### src/rtl/fifo_ctrl_if.sv
// ============================================================================
// Module      : fifo_ctrl_if
// Description : Request, status and RAM-port signals of the FIFO controller.
// Revision    : 1.0 - initial release
// ============================================================================
`default_nettype none

interface fifo_ctrl_if #(
    parameter int LINE_SIZE    = 12,
    parameter int ADDRESS_SIZE = 3
);
    logic                    push;
    logic [LINE_SIZE-1:0]    data_in;
    logic                    pop;
    logic [ADDRESS_SIZE:0]   af_thresh;
    logic [ADDRESS_SIZE:0]   ae_thresh;
    logic [LINE_SIZE-1:0]    q_r;
    logic                    wr_e;
    logic [ADDRESS_SIZE-1:0] wr_ptr;
    logic [LINE_SIZE-1:0]    data_w;
    logic                    rd_e;
    logic [ADDRESS_SIZE-1:0] rd_ptr;
    logic [LINE_SIZE-1:0]    data_out;
    logic                    valid_out;
    logic [ADDRESS_SIZE:0]   fifo_count;
    logic                    full;
    logic                    empty;
    logic                    almost_full;
    logic                    almost_empty;
    logic                    error;

    modport master (
        output push, data_in, pop, af_thresh, ae_thresh, q_r,
        input  wr_e, wr_ptr, data_w, rd_e, rd_ptr, data_out, valid_out,
               fifo_count, full, empty, almost_full, almost_empty, error
    );

    modport slave (
        input  push, data_in, pop, af_thresh, ae_thresh, q_r,
        output wr_e, wr_ptr, data_w, rd_e, rd_ptr, data_out, valid_out,
               fifo_count, full, empty, almost_full, almost_empty, error
    );
endinterface

`default_nettype wire

### src/rtl/fifo_ctrl.sv
// ============================================================================
// Module      : fifo_ctrl
// Description : FIFO controller driving a single-clock true dual-port RAM.
// Revision    : 1.0 - initial release
// ============================================================================
`default_nettype none

module fifo_ctrl #(
    parameter int LINE_SIZE    = 12,
    parameter int ADDRESS_SIZE = 3
) (
    input  logic       clk,
    input  logic       reset,
    fifo_ctrl_if.slave bus
);
    localparam logic [ADDRESS_SIZE:0] c_DEPTH = (ADDRESS_SIZE + 1)'(2 ** ADDRESS_SIZE);

    logic [ADDRESS_SIZE-1:0] wr_ptr_q, wr_ptr_d;
    logic [ADDRESS_SIZE-1:0] rd_ptr_q, rd_ptr_d;
    logic [ADDRESS_SIZE:0]   count_q, count_d;
    logic                    valid_q;
    logic                    error_q, error_d;

    logic                    w_full;
    logic                    w_empty;
    logic                    w_wr_e;
    logic                    w_rd_e;
    logic                    w_overflow;
    logic                    w_underflow;
    logic [LINE_SIZE-1:0]    w_data_w;

    assign w_full      = (count_q == c_DEPTH);
    assign w_empty     = (count_q == '0);
    // A pop on a full FIFO frees the slot being written, so the push is accepted.
    assign w_wr_e      = bus.push & (~w_full | bus.pop);
    assign w_rd_e      = bus.pop & ~w_empty;
    assign w_overflow  = bus.push & w_full & ~bus.pop;
    assign w_underflow = bus.pop & w_empty;
    assign w_data_w    = bus.data_in;

    always_comb begin
        wr_ptr_d = wr_ptr_q;
        rd_ptr_d = rd_ptr_q;
        count_d  = count_q;
        error_d  = error_q | w_overflow | w_underflow;
        if (w_wr_e) begin
            wr_ptr_d = wr_ptr_q + 1'b1;
        end
        if (w_rd_e) begin
            rd_ptr_d = rd_ptr_q + 1'b1;
        end
        case ({w_wr_e, w_rd_e})
            2'b10:   count_d = count_q + 1'b1;
            2'b01:   count_d = count_q - 1'b1;
            default: count_d = count_q;
        endcase
    end

    always_ff @(posedge clk or posedge reset) begin
        if (reset) begin
            wr_ptr_q <= '0;
            rd_ptr_q <= '0;
            count_q  <= '0;
            valid_q  <= 1'b0;
            error_q  <= 1'b0;
        end else begin
            wr_ptr_q <= wr_ptr_d;
            rd_ptr_q <= rd_ptr_d;
            count_q  <= count_d;
            valid_q  <= w_rd_e;
            error_q  <= error_d;
        end
    end

    assign bus.wr_e         = w_wr_e;
    assign bus.wr_ptr       = wr_ptr_q;
    assign bus.data_w       = w_data_w;
    assign bus.rd_e         = w_rd_e;
    assign bus.rd_ptr       = rd_ptr_q;
    // RAM read data arrives one cycle after rd_e, aligned with valid_q.
    assign bus.data_out     = bus.q_r;
    assign bus.valid_out    = valid_q;
    assign bus.fifo_count   = count_q;
    assign bus.full         = w_full;
    assign bus.empty        = w_empty;
    assign bus.almost_full  = (count_q >= bus.af_thresh);
    assign bus.almost_empty = (count_q <= bus.ae_thresh);
    assign bus.error        = error_q;

endmodule

`default_nettype wire

### src/flat_wrapper.sv
// flat-port wrapper written by rule: the top's interface ports become plain ports
module fifo_ctrl_flat 
#(
    parameter int LINE_SIZE    = 12,
    parameter int ADDRESS_SIZE = 3
)
  (clk, reset, bus_push, bus_data_in, bus_pop, bus_af_thresh, bus_ae_thresh, bus_q_r, bus_wr_e, bus_wr_ptr, bus_data_w, bus_rd_e, bus_rd_ptr, bus_data_out, bus_valid_out, bus_fifo_count, bus_full, bus_empty, bus_almost_full, bus_almost_empty, bus_error);
  fifo_ctrl_if #(.LINE_SIZE(LINE_SIZE), .ADDRESS_SIZE(ADDRESS_SIZE)) bus_i ();
  input  logic clk;
  input  logic reset;
  input wire logic [$bits(bus_i.push)-1:0] bus_push;
  input wire logic [$bits(bus_i.data_in)-1:0] bus_data_in;
  input wire logic [$bits(bus_i.pop)-1:0] bus_pop;
  input wire logic [$bits(bus_i.af_thresh)-1:0] bus_af_thresh;
  input wire logic [$bits(bus_i.ae_thresh)-1:0] bus_ae_thresh;
  input wire logic [$bits(bus_i.q_r)-1:0] bus_q_r;
  output wire logic [$bits(bus_i.wr_e)-1:0] bus_wr_e;
  output wire logic [$bits(bus_i.wr_ptr)-1:0] bus_wr_ptr;
  output wire logic [$bits(bus_i.data_w)-1:0] bus_data_w;
  output wire logic [$bits(bus_i.rd_e)-1:0] bus_rd_e;
  output wire logic [$bits(bus_i.rd_ptr)-1:0] bus_rd_ptr;
  output wire logic [$bits(bus_i.data_out)-1:0] bus_data_out;
  output wire logic [$bits(bus_i.valid_out)-1:0] bus_valid_out;
  output wire logic [$bits(bus_i.fifo_count)-1:0] bus_fifo_count;
  output wire logic [$bits(bus_i.full)-1:0] bus_full;
  output wire logic [$bits(bus_i.empty)-1:0] bus_empty;
  output wire logic [$bits(bus_i.almost_full)-1:0] bus_almost_full;
  output wire logic [$bits(bus_i.almost_empty)-1:0] bus_almost_empty;
  output wire logic [$bits(bus_i.error)-1:0] bus_error;
  assign bus_i.push = bus_push;
  assign bus_i.data_in = bus_data_in;
  assign bus_i.pop = bus_pop;
  assign bus_i.af_thresh = bus_af_thresh;
  assign bus_i.ae_thresh = bus_ae_thresh;
  assign bus_i.q_r = bus_q_r;
  assign bus_wr_e = bus_i.wr_e;
  assign bus_wr_ptr = bus_i.wr_ptr;
  assign bus_data_w = bus_i.data_w;
  assign bus_rd_e = bus_i.rd_e;
  assign bus_rd_ptr = bus_i.rd_ptr;
  assign bus_data_out = bus_i.data_out;
  assign bus_valid_out = bus_i.valid_out;
  assign bus_fifo_count = bus_i.fifo_count;
  assign bus_full = bus_i.full;
  assign bus_empty = bus_i.empty;
  assign bus_almost_full = bus_i.almost_full;
  assign bus_almost_empty = bus_i.almost_empty;
  assign bus_error = bus_i.error;
  fifo_ctrl #(.LINE_SIZE(LINE_SIZE), .ADDRESS_SIZE(ADDRESS_SIZE)) u_core (.clk(clk), .reset(reset), .bus(bus_i));
endmodule
### config.mk
export PLATFORM = sky130hd
export DESIGN_NAME = fifo_ctrl_flat
export DESIGN_NICKNAME = d
export VERILOG_FILES = /design/src/rtl/fifo_ctrl_if.sv /design/src/rtl/fifo_ctrl.sv /design/src/flat_wrapper.sv
export SDC_FILE = /design/constraint.sdc
export NUM_CORES = 1
export LEC_CHECK = 0
export BUFFER_PORTS_ARGS = -buffer_cell sky130_fd_sc_hd__buf_2
export CAP_MARGIN = 20
export CORE_AREA = 2 2 54 56
export DETAILED_ROUTE_END_ITERATION = 10
export DIE_AREA = 0 0 56 58
export PLACE_DENSITY = 0.74
export SYNTH_ARGS = -nofsm -noshare
export SYNTH_HDL_FRONTEND = slang
export SYNTH_SLANG_ARGS = --single-unit
### constraint.sdc
create_clock -name clk -period 2.5 [get_ports clk]
set_input_delay 0 -clock clk [delete_from_list [all_inputs] [get_ports clk]]
set_output_delay 0 -clock clk [all_outputs]
set_load 0.02 [all_outputs]
Word-level counts from Yosys, hierarchy flattened
Cells that the tools add are included.
{"block": "word_totals", "register_bits": 12, "inputBits": 36, "out_inout_bits": 42}
{"block": "op_classes", "n_addsub": 4, "magnitude_cmp": 2, "eq_ne": 3, "n_mux": 1, "bitwise_logic": 11, "n_reduce_logical": 2}
{"operator": "one-hot mux 4 bit (2 select lines)", "count": 1}
{"operator": "adder 3 x 1 -> 3 bit, second input constant", "count": 2}
{"operator": "bitwise AND 1 bit", "count": 5}
{"operator": "adder 4 x 1 -> 4 bit, second input constant", "count": 1}
{"operator": "== test 4 bit, second input constant", "count": 1}
{"operator": "greater-or-equal comparator 4 bit", "count": 1}
{"operator": "<= comparator 4 bit", "count": 1}
{"operator": "logical NOT 4 bit", "count": 1}
{"operator": "subtractor 4 x 1 -> 4 bit, second input constant", "count": 1}
{"operator": "NOT 1 bit", "count": 3}
{"operator": "OR 1 bit", "count": 3}
{"operator": "== test 2 x 1 -> 1 bit, second input constant", "count": 1}
{"operator": "== test 2 bit, second input constant", "count": 1}
{"operator": "nonzero test 2 bit", "count": 1}

Logic depth before layout (Yosys ltp)
{"block": "depth", "ltp_word": 6, "mapped_depth": 9, "ltp_nobuf": 9}

Worst setup path after synthesis
Ideal clock, no wire load.
{"block": "synth_path", "path_kind": "register -> register", "from": "reg u_core.count_q[2], in the netlist u_core.bus.fifo_count[2]", "to": "reg u_core.count_q[3], in the netlist u_core.bus.fifo_count[3]", "setup_time_ns": 0.137, "arrival_time_ns": 2.495, "t_required_ns": 2.363, "setup_slack_ns": -0.132, "path_stages_with_launch": 10, "period_less_slack_ns": 2.632, "cell_sequence": "dfrtp_1 -> nor4_2 -> nand2b_2 -> inv_2 -> ha_1 -> ha_1 -> a21oi_1 -> and3_1 -> nor3_2 -> xor2_1"}
{"element": "start, declared", "line_no": "fifo_ctrl.sv:20", "source": "logic [ADDRESS_SIZE:0] count_q, count_d;"}
{"element": "start signal, assigned", "line_no": "fifo_ctrl.sv:69", "source": "count_q <= count_d;"}
{"element": "logical NOT 4 bit *", "line_no": "fifo_ctrl.sv:33", "source": "assign w_empty = (count_q == '0);"}
{"element": "net bus_empty", "line_no": "flat_wrapper.sv:26", "source": "output wire logic [$bits(bus_i.empty)-1:0] bus_empty;"}
{"element": "NOT 1 bit *", "line_no": "fifo_ctrl.sv:36", "source": "assign w_rd_e = bus.pop & ~w_empty;"}
{"element": "bitwise AND 1 bit *", "line_no": "fifo_ctrl.sv:36"}
{"element": "net bus_rd_e", "line_no": "flat_wrapper.sv:20", "source": "output wire logic [$bits(bus_i.rd_e)-1:0] bus_rd_e;"}
{"element": "== test 2 x 1 -> 1 bit / == test 2 bit (equally long branches)", "line_no": "fifo_ctrl.sv:52", "source": "case ({w_wr_e, w_rd_e})"}
{"element": "one-hot mux 4 bit (2 select lines) / nonzero test 2 bit (equally long branches)"}
Mark *: on every way through the listed nets, which the timed path passes. The rest lies on a longest branch.
A chain may end at the register's enable or synchronous reset.

Final worst setup path
{"block": "layout_path", "from": "reg u_core.count_q[2], in the netlist u_core.bus.fifo_count[2]", "to": "reg u_core.count_q[3], in the netlist u_core.bus.fifo_count[3]"}
{"block": "layout_between", "elab_chain_cells": 6}
{"element": "== test 4 bit", "line_no": "fifo_ctrl.sv:32", "source": "assign w_full = (count_q == c_DEPTH);"}
{"element": "NOT 1 bit", "line_no": "fifo_ctrl.sv:35", "source": "assign w_wr_e = bus.push & (~w_full | bus.pop);"}
{"element": "OR 1 bit", "line_no": "fifo_ctrl.sv:35"}
{"element": "bitwise AND 1 bit", "line_no": "fifo_ctrl.sv:35"}
{"element": "== test 2 x 1 -> 1 bit / == test 2 bit (equally long branches)", "line_no": "fifo_ctrl.sv:52"}
{"element": "one-hot mux 4 bit (2 select lines) / nonzero test 2 bit (equally long branches)"}
Several ways; a longest one is shown, not always the timed one.

==> results.yml <==
run_status:
  status: "finished, final reports clean"
setup_path:
  endpoint: "u_core.bus.fifo_count[3]"
  crit_fanout: 7
  slowest_stage: "dfrtp_1"
  crit_required_ns: 2.69
  cp.depth: 9
  ff2ff_setup_slack_ns: 0.20
  r2r_end: "u_core.bus.fifo_count[3]"
  timing.rr.start: "u_core.bus.fifo_count[2]"
  ff2ff_path_depth: 9
  cpLargestDelayFamily: "simple AND/OR/NAND/NOR gates"
  crit_chain: "nor4_4 -> nand2b_2 -> inv_2 -> ha_1 -> ha_1 -> a21oi_1 -> a21oi_1 -> nor3_2 -> xor2_1"
  crit_arrival_ns: 2.49
  startpoint: "u_core.bus.fifo_count[2]"
  start_kind: "flip-flop"
  worstSetupPathType: "flip-flop to flip-flop"
  crit_path_end_kind: "flip-flop"
  critPathBufInv: 1
  slowest_delay_ns: 0.49
sta:
  worstMarginPinSlew_ns: 0.452
  hold_viol: 0
  period_minus_slack_ns: 2.30
  tns_ns: 0
  clock.fmax_ghz: 0.435
  fin_crit_sh_pct: 92.0
  rsz0062_at_grt: "no"
  slew_headroom_pct: 69.8
  maxSlewViolCount: 0
  setup_viol: 0
  finClkSkew_ns: 0.00382
finish:
  fin_util_pct: 39.1
  fillers: 289
  nets: 170
  areaGrowthSynthToFinish_pct: 5.32
  n_antenna_cell: 0
  drive_gt1_share_pct: 34.7
  final_cells: 149
logic_synthesis:
  syn_avg_cell_area_um2: 9.14
  yosysSeqAreaShare_pct: 30.4
  synth_area_um2: 987
  yosysMostFrequentCell: "buf_4"
  synth_top_cells_by_count: "buf_4 (24), ha_1 (13), inv_1 (13)"
  synth_top_cell_by_area: "dfrtp_1"
  synth.ff_latch_count: 12
  synth_nets: 158
  synth-edff-count: 0
  synthFlopType: "dfrtp_1"
  postSynthCellCount: 108
  synth_top_area_share_pct: 30.4
  synth_cell_types: 23
  synth_area_leaders: "dfrtp_1 (30%), buf_4 (18%), ha_1 (16%)"
  async_reset_ff_share_pct: 100
  synth_warnings: 0
clock_network:
  clockBufferDepth: 2
  cts_sinks: 12
  cts_made_buffers: 3
  cts-root-buf: "clkbuf_4"
  htreeDepth: 1
  tritoncts: "built"
  cts_resized: 0
  clk_pin_slew_worst_paths_ns: 0.07
  clock_latency_ns: 0.26
power_and_ir_drop:
  swShare_pct: 48.5
  intPower_mw: 0.679
  leakage_nw: 0.567
  comb_power_share_pct: 59.9
  switchingPower_mw: 0.638
  power.density_mw_per_mm2: 1270
  seq_power_share_pct: 31.4
  vdd_drop_max_v: 0.000674
  clkPwrFrac_pct: 8.6
detailed_routing:
  drcViolationCount: 0
  wirelength_um: 1850
  drtAntennaViolNets: 0
  dr.pass1.iters: 3
  num_vias: 695
  via_per_inst: 4.66
  wire_per_inst_um: 12.4
  drtIter0Drc: 21
global_routing:
  grt_overflow: 0
  antenna_found_initial: 0
  grt_use_total_pct: 11.9
  grt_pass1_wl_um: 3070
  grt_max_degree: 13
  grt_pass1_vias: 711
floorplan:
  dieHeight_um: 58
  core_area_mm2: 0.00266
  num_io_pins: 78
  dieArea_mm2: 0.00325
  initial_utilization_pct: 37.1
  fp-row-count: 19
  dieWidth_um: 56
place:
  portBuffers: 29
  dp_hpwl_um: 1600
  dpl.cell_count: 145
  gp_congestion: 0.746
hold_path:
  hp-class: "input pin to primary output"
run:
  maxCapViolations: 0
-- how the worst min path moves through the flow --
stage	start	end	slack [ns]	cells after the start
after CTS	bus_data_in[3]	bus_data_w[3]	0.0001	0
after global placement	bus_data_in[3]	bus_data_w[3]	0.0001	0
after global routing	bus_q_r[9]	bus_data_out[9]	0.00003	0
after detailed placement	bus_data_in[3]	bus_data_w[3]	0.0001	0
final	bus_q_r[6]	bus_data_out[6]	0.000008	0
after floorplan	reset	u_core.bus.error	-0.14	1
-- metal layers --
layer  vias to the layer above  track usage (%)  routed length [um]
met2                        44             20.2                 866
met1                       306             13.0                 705
met4                         0             5.78                  19
met3                         4             4.91                 256
li1                        341                -                   -
met5                         -                0                   0
-- worst reg2reg max path, delay by kind of cell, from the launching register on --
family                   cells  cell delay [ns]
AND/OR/NAND/NOR              3             0.70
buffers and inverters        1             0.07
AO/OA/AOI/OAI                2             0.28
XOR/XNOR                     1             0.15
adder cells (fa/ha/maj)      2             0.55
flip-flops                   1             0.49
-- placed cells by master, fill, tap and decap left out --
cell and count:
o21ai_0 6, nand2b_2 1, nand2_2 1, xnor2_1 4, nand3_1 1, fa_1 1, a21boi_0 1, buf_2 29
nand2_1 11, a21oi_1 5, inv_1 13, nor4_4 1, ha_1 13, a21o_1 1, and2b_1 1, dfrtp_1 12
clkbuf_4 3, dlygate4sd3_1 1, xor2_1 3, buf_4 1, nor3_2 2, and2_1 1, inv_2 2, and3_1 1
mux2_4 1, nor2_1 2
-- logic make-up (layout without fill, tap and decap cells) --
logic type | count (synthesis) | in the layout | synth area share (%)
buffers and inverters | 39 | 49 | 24.0
and+or+nand+nor | 22 | 22 | 12.3
adders and majority gates | 14 | 14 | 18.5
AOI/OAI and AO/OA | 13 | 13 | 7.10
DFF | 12 | 12 | 30.4
xor gates and xnor gates | 7 | 7 | 6.21
muxes | 1 | 1 | 1.52
-- metrics by stage --
stage	setup slack, ns	area, um^2	hold slack, ns	total power [mW]
floorplan	0.00501	996	-0.135	1.02
global placement	0.296	1010	0.000137	1.18
detailed placement	0.189	1010	0.000137	1.23
CTS	0.166	1040	0.000137	1.35
global route	0.00984	1040	0.0000292	1.45
finish	0.200	1040	0.00000777	1.32
-- state kept, by name, summed over array words and instances (netlist names) --
name	flops
u_core.bus.fifo_count	4
u_core.bus.rd_ptr	3
u_core.bus.wr_ptr	3
u_core.bus.error	1
u_core.bus.valid_out	1
-- cell type report --
class	instances	area, um^2	area share (%)
multi-input combinational	57	459	44.2
sequential	12	300	28.9
timing repair buffer	31	163	15.6
inverter	15	56.3	5.42
tap	31	38.8	3.73
clock buffer	3	22.5	2.17
-- power by group through the flow --
stage | Clock, mW | Combinational [mW] | Sequential, mW
detailed placement | 0 | 0.804 | 0.424
global route | 0.126 | 0.893 | 0.433
finish | 0.113 | 0.790 | 0.414
floorplan | 0 | 0.487 | 0.529
global placement | 0 | 0.769 | 0.410
CTS | 0.118 | 0.809 | 0.420
-- timing repair --
action                    in CTS  in global routing
hold buffers                   1                  0
hold endpoints to repair      12                  0
setup buffers                  0                  0
Power figures use the tool's default switching activity.
